==> src/rtl/div_unit.sv <==
// Iterative RV32M DIV/DIVU/REM/REMU unit, 32-step restoring division.
// Optional macro DIV_EARLY_OUT_EN: zero divisor / signed overflow skip ITER.
module div_unit #(
    parameter int XLEN = 32
) (
    input  logic            clk,
    input  logic            rst,
    input  logic            div_start_i,
    input  logic [1:0]      div_op_i,
    input  logic [XLEN-1:0] rs1_data_i,
    input  logic [XLEN-1:0] rs2_data_i,
    input  logic [4:0]      rd_addr_i,
    input  logic            flush_i,
    output logic [1:0]      div2fwd_o,
    output logic [XLEN-1:0] div_result_o,
    output logic [4:0]      div_rd_addr_o,
    output logic            div_wr_req_o
);

    typedef enum logic [1:0] {
        IDLE,
        ITER,
        DONE
    } state_t;

    localparam logic [XLEN-1:0] MIN_NEG = {1'b1, {(XLEN-1){1'b0}}};

    state_t          state;
    logic [4:0]      cnt;
    logic            op_rem;
    logic            neg_q;
    logic            neg_r;
    logic            div_zero;
    logic            ovf;
    logic            div_req;
    logic [4:0]      rd_addr;
    logic [XLEN-1:0] rs1_raw;
    logic [XLEN-1:0] divisor;
    logic [XLEN-1:0] rem;
    logic [XLEN-1:0] quo;

    logic            is_signed;
    logic            s1;
    logic            s2;
    logic [XLEN-1:0] abs1;
    logic [XLEN-1:0] abs2;
    logic            start_zero;
    logic            start_ovf;
    logic [XLEN+1:0] trial;
    logic [XLEN-1:0] q_fix;
    logic [XLEN-1:0] r_fix;
    logic [XLEN-1:0] res;
    logic            div_ack;

    assign is_signed  = ~div_op_i[0];
    assign s1         = is_signed & rs1_data_i[XLEN-1];
    assign s2         = is_signed & rs2_data_i[XLEN-1];
    assign abs1       = s1 ? (~rs1_data_i + 1'b1) : rs1_data_i;
    assign abs2       = s2 ? (~rs2_data_i + 1'b1) : rs2_data_i;
    assign start_zero = (rs2_data_i == '0);
    assign start_ovf  = is_signed & (rs1_data_i == MIN_NEG) & (&rs2_data_i);

    // trial subtract on the shifted partial remainder; extra top bit is the sign
    assign trial = {1'b0, rem, quo[XLEN-1]} - {2'b00, divisor};

    assign q_fix = neg_q ? (~quo + 1'b1) : quo;
    assign r_fix = neg_r ? (~rem + 1'b1) : rem;

    // final result select with forced special-case values
    always_comb begin
        res = op_rem ? r_fix : q_fix;
        if (div_zero) begin
            res = op_rem ? rs1_raw : '1;
        end else if (ovf) begin
            res = op_rem ? '0 : MIN_NEG;
        end
    end

    assign div_ack      = (state == DONE) & ~flush_i;
    assign div_wr_req_o = div_ack;
    assign div2fwd_o    = {div_req, div_ack};
    assign div_result_o = (state == DONE) ? res : '0;
    assign div_rd_addr_o = rd_addr;

    // control FSM and datapath registers
    always_ff @(posedge clk) begin
        if (rst) begin
            state    <= IDLE;
            cnt      <= '0;
            op_rem   <= 1'b0;
            neg_q    <= 1'b0;
            neg_r    <= 1'b0;
            div_zero <= 1'b0;
            ovf      <= 1'b0;
            div_req  <= 1'b0;
            rd_addr  <= '0;
            rs1_raw  <= '0;
            divisor  <= '0;
            rem      <= '0;
            quo      <= '0;
        end else if (flush_i) begin
            state   <= IDLE;
            div_req <= 1'b0;
        end else begin
            unique case (state)
                IDLE: begin
                    if (div_start_i) begin
                        op_rem   <= div_op_i[1];
                        neg_q    <= s1 ^ s2;
                        neg_r    <= s1;
                        div_zero <= start_zero;
                        ovf      <= start_ovf;
                        rd_addr  <= rd_addr_i;
                        rs1_raw  <= rs1_data_i;
                        divisor  <= abs2;
                        quo      <= abs1;
                        rem      <= '0;
                        cnt      <= 5'd31;
                        div_req  <= 1'b1;
`ifdef DIV_EARLY_OUT_EN
                        state    <= (start_zero | start_ovf) ? DONE : ITER;
`else
                        state    <= ITER;
`endif
                    end
                end
                ITER: begin
                    if (!trial[XLEN+1]) begin
                        rem <= trial[XLEN-1:0];
                        quo <= {quo[XLEN-2:0], 1'b1};
                    end else begin
                        rem <= {rem[XLEN-2:0], quo[XLEN-1]};
                        quo <= {quo[XLEN-2:0], 1'b0};
                    end
                    if (cnt == 5'd0) begin
                        state <= DONE;
                    end else begin
                        cnt <= cnt - 5'd1;
                    end
                end
                DONE: begin
                    state   <= IDLE;
                    div_req <= 1'b0;
                end
                default: begin
                    state   <= IDLE;
                    div_req <= 1'b0;
                end
            endcase
        end
    end

endmodule
==> config.mk <==
export PLATFORM = sky130hd
export DESIGN_NAME = div_unit
export DESIGN_NICKNAME = d
export VERILOG_FILES = /design/src/rtl/div_unit.sv
export SDC_FILE = /design/constraint.sdc
export NUM_CORES = 1
export LEC_CHECK = 0
export CAP_MARGIN = 20
export CORE_UTILIZATION = 45
export CTS_CLUSTER_DIAMETER = 120
export DETAILED_ROUTE_END_ITERATION = 6
export DONT_BUFFER_PORTS = 1
export PLACE_DENSITY = 0.64
export SLEW_MARGIN = 20
export SYNTH_ARGS = -nofsm -noshare
export SYNTH_HDL_FRONTEND = slang
export SYNTH_SLANG_ARGS = --single-unit
==> constraint.sdc <==
create_clock -name clk -period 3.7 [get_ports clk]
set_input_delay 0.74 -clock clk [delete_from_list [all_inputs] [get_ports clk]]
set_output_delay 0.74 -clock clk [all_outputs]
set_load 0.005 [all_outputs]
==> results.cfg <==
[status]
outcome = complete, but fails checks
failed_checks = setup timing

[critical_path]
critical_path_arrival_ps = 3390
reg2reg_from = rem[10]$_SDFFE_PP0P_
critPathKind = flip-flop to output port
rr_worst_depth = 12
max_fo_critical_path = 2
slack_of_the_worst_reg_to_reg_path_ps = 340
crit_required_ps = 2960
start_kind = flip-flop
r2r_end = rem[14]$_SDFFE_PP0P_
endpoint_kind = output port

[sta]
max_slew_margin_pct = 40.02
postLayoutSetupSlackWorst_ps = -433.4
final_max_slew_violation_count = 0
fin_crit_ps = 4133
clock_skew_ps = 12.94
maxClockFrequency_ghz = 0.2419
grt_setup_unrepaired = true
report.final.hold_viol_count = 0
worstMarginPinSlew_ps = 898.5
timing.setup.tns_ps = -1886
setup_viol = 10
timing.final.crit_share_pct = 111.7

[synth]
syn_avg_cell_area_um2 = 7.272
postSynth.topFlopCell = sky130_fd_sc_hd__dfxtp_1
synth_fa_ha_area_share_pct = 4.804
synth_compound_area_share_pct = 27.49
netlist_area_um2 = 10570
synth_cells = 1454
yosys.area_share.simple_pct = 21.78
yosys_warnings = 0
netlist-cell-type-count = 64
synth_nets = 1569
synthArstFlopShare_pct = 0
main_combinational_cell_family_by_area_after_synthesis = compound AO/OA/AOI/OAI gates
synth_xor_xnor_area_share_pct = 12.09
seq_area_frac_synth_pct = 27.64
postSynthRegisterBits = 146
post_synth_edffs = 0
yosys-mux-area-fraction_pct = 0.7573

[route]
detail_route.wl_per_cell_um = 18.57
1st_pass_router_iterations = 5
routed_wirelength_mm = 33.03
route.detailed.drc = 0
antenna_nets_post_route = 0
routed-via-count = 10505
routed_via_density = 5.905
iteration_0_drc_markers = 813

[floorplan]
core_region_area_um2 = 22850
floorplan.die.width_um = 155.3
start_util_pct = 46.28
die-height_um = 155.3
floorplan.io_pins = 115
num_rows = 55
dieArea_um2 = 24120

[final_layout]
design_area_um2 = 12080
most_frequent_cells_in_the_layout = sky130_fd_sc_hd__nand2_1 (183), sky130_fd_sc_hd__nor2_1 (167), sky130_fd_sc_hd__a21oi_1 (145)
layout.cells.most_common = sky130_fd_sc_hd__nand2_1
multiInputGateArea_um2 = 7333
nets = 1568
diodes = 0
drive_gt1_share_pct = 11.80
synthToLayoutAreaGrowth_pct = 14.25
postLayoutCoreUtil_pct = 52.88
seq_area_um2 = 2937
final.fill_count = 2300
final_cell_count_no_fill = 1779

[hold_path]
worst_hold_startpoint = flush_i
holdPathStages = 1
min_path_type = primary input to flip-flop
min_delay_worst_endpoint = div_req$_SDFFE_PP0P_

[place]
gp_congestion = 0.9354
port_buffers = 0
placed_area_um2 = 11150
number_of_cells_in_the_design_after_placement = 1734
place.detailed.hpwl_mm = 24.37

[pwr]
p_switching_mw = 1.331
irDropWorstVdd_mv = 0.2914
power_frac_clock_pct = 39.8
total_power_per_unit_cell_area_nw_per_um2 = 361.8
static-leakage-power_nw = 4.507
p_int_mw = 3.040
switching_share_pct = 30.46
total_power_mw = 4.371
power.share.combinational_pct = 20.5
p_seq_share_pct = 39.7

[grt]
grtUsageMet2_pct = 43.82
antenna_violations_before_repair = 0
grt_use_met1_pct = 38.38
grt.overflow.total = 0
m3_gr_usage_pct = 5.014
gr-usage-all-layers_pct = 27.70
grt_pass1_wl_mm = 52.21
grt_busiest_layer = met2
first_global_vias = 9567
pin_count_of_the_biggest_net_entering_global_routing = 118

[run]
max_capacitance_violation_total = 0

[clocking]
cts-root-to-sink-buffers = 2
clock_tree_root = sky130_fd_sc_hd__clkbuf_16
cts_num_sinks = 146
number_of_buffers_added_by_the_clock_tree_synthesis_step = 17
clock_latency_ps = 440
tritoncts = yes
cts-hold-fix-buffers = 0
cts_max_level = 4
cts.clk_slew.worst_paths_ps = 60
how the worst max path moves through the flow:
| stage | from | endpoint | cells after the start | slack, ps |
|---|---|---|---|---|
| 6_report | rem[15]$_SDFFE_PP0P_ | div_result_o[31] | 11 | -430 |
| 5_1_grt | rem[15]$_SDFFE_PP0P_ | div_result_o[31] | 11 | -500 |
| 4_1_cts | rem[15]$_SDFFE_PP0P_ | div_result_o[31] | 11 | -450 |
| 3_5_place_dp | rem[15]$_SDFFE_PP0P_ | div_result_o[31] | 11 | -50 |
| 3_3_place_gp | rem[15]$_SDFFE_PP0P_ | div_result_o[31] | 11 | -60 |
| 2_1_floorplan | rem[15]$_SDFFE_PP0P_ | div_result_o[28] | 8 | 250 |
sequential cells by signal, indices dropped and copies added, names as in the netlist:
name,cells
div_req,1
cnt,5
quo,32
op_rem,1
div_rd_addr_o,5
neg_r,1
state,2
neg_q,1
rem,32
rs1_raw,32
div_zero,1
ovf,1
divisor,32
metal layers:
metal	vias up	routed length [um]
li1	5198	-
met1	4916	15320
met2	347	14910
met3	44	2188
met4	0	618
met5	-	0
cells by family (layout without fill, tap and decap cells):
group           Yosys count  after routing
flops                   146            146
simple gates            510            510
fa+ha+maj                40             40
mux                       8              8
xor+xnor                146            146
compound gates          453            453
buf+inv                 151            163
critical path, stage by stage (launching register included):
cell and delay (ps):
sky130_fd_sc_hd__dfxtp_2 320, sky130_fd_sc_hd__or4_4 520, sky130_fd_sc_hd__or4_4 430, sky130_fd_sc_hd__buf_6 130, sky130_fd_sc_hd__or3_4 360, sky130_fd_sc_hd__or3_4 360, sky130_fd_sc_hd__o31ai_4 180, sky130_fd_sc_hd__xnor2_1 110
sky130_fd_sc_hd__a221oi_2 220, sky130_fd_sc_hd__nor3_1 70, sky130_fd_sc_hd__buf_4 150, sky130_fd_sc_hd__buf_6 110
what timing repair did:
action,CTS,global route
endpoints found under the hold margin,0,0
gates resized for setup,32,28
buffers inserted,6,7
pin swaps,12,28
setup endpoints to repair,17,22
power groups by stage:
| stage | sequential [mW] | clock, mW | combinational [mW] |
|---|---|---|---|
| final | 1.74 | 1.74 | 0.896 |
| after global routing | 1.74 | 1.83 | 0.997 |
| after CTS | 1.73 | 1.75 | 0.856 |
| after detailed placement | 1.76 | 0 | 0.822 |
| after global placement | 1.76 | 0 | 0.815 |
| after floorplan | 1.74 | 0 | 0.647 |
metrics by stage:
stage	hold slack [ps]	worst slack, ps
6_report	369.3	-433.4
5_1_grt	356.9	-501.9
4_1_cts	366.5	-446.4
3_5_place_dp	441.4	-50.72
3_3_place_gp	436.4	-59.58
2_1_floorplan	431.9	251.0
final cells by class:
class                   count  area share, %
multi-input cells        1157          60.70
repair buffers             79          5.344
clock inverters            13          1.119
flip-flops and latches    146          24.31
well taps                 313          3.242
inverters                  52          1.616
clock buffers              19          3.667
synthesized netlist by cell type (19+ instances only):
master                       n  area [um2]
sky130_fd_sc_hd__a21oi_1   146       730.7
sky130_fd_sc_hd__a211oi_1   66       495.5
sky130_fd_sc_hd__nand3_1    22       110.1
sky130_fd_sc_hd__inv_1      52       195.2
sky130_fd_sc_hd__clkbuf_1   86       322.8
sky130_fd_sc_hd__nor2_1    172       645.6
sky130_fd_sc_hd__nand2_1   185       694.4
sky130_fd_sc_hd__ha_1       39       488.0
sky130_fd_sc_hd__o21ai_0    86       430.4
sky130_fd_sc_hd__o31ai_1    38       285.3
sky130_fd_sc_hd__nand4_1    19       118.9
sky130_fd_sc_hd__dfxtp_1   146        2923
sky130_fd_sc_hd__nor3_1     23       115.1
sky130_fd_sc_hd__xnor2_1    69       604.3
sky130_fd_sc_hd__xor2_1     77       674.4
Note: power is estimated with default switching activity, not from simulation.
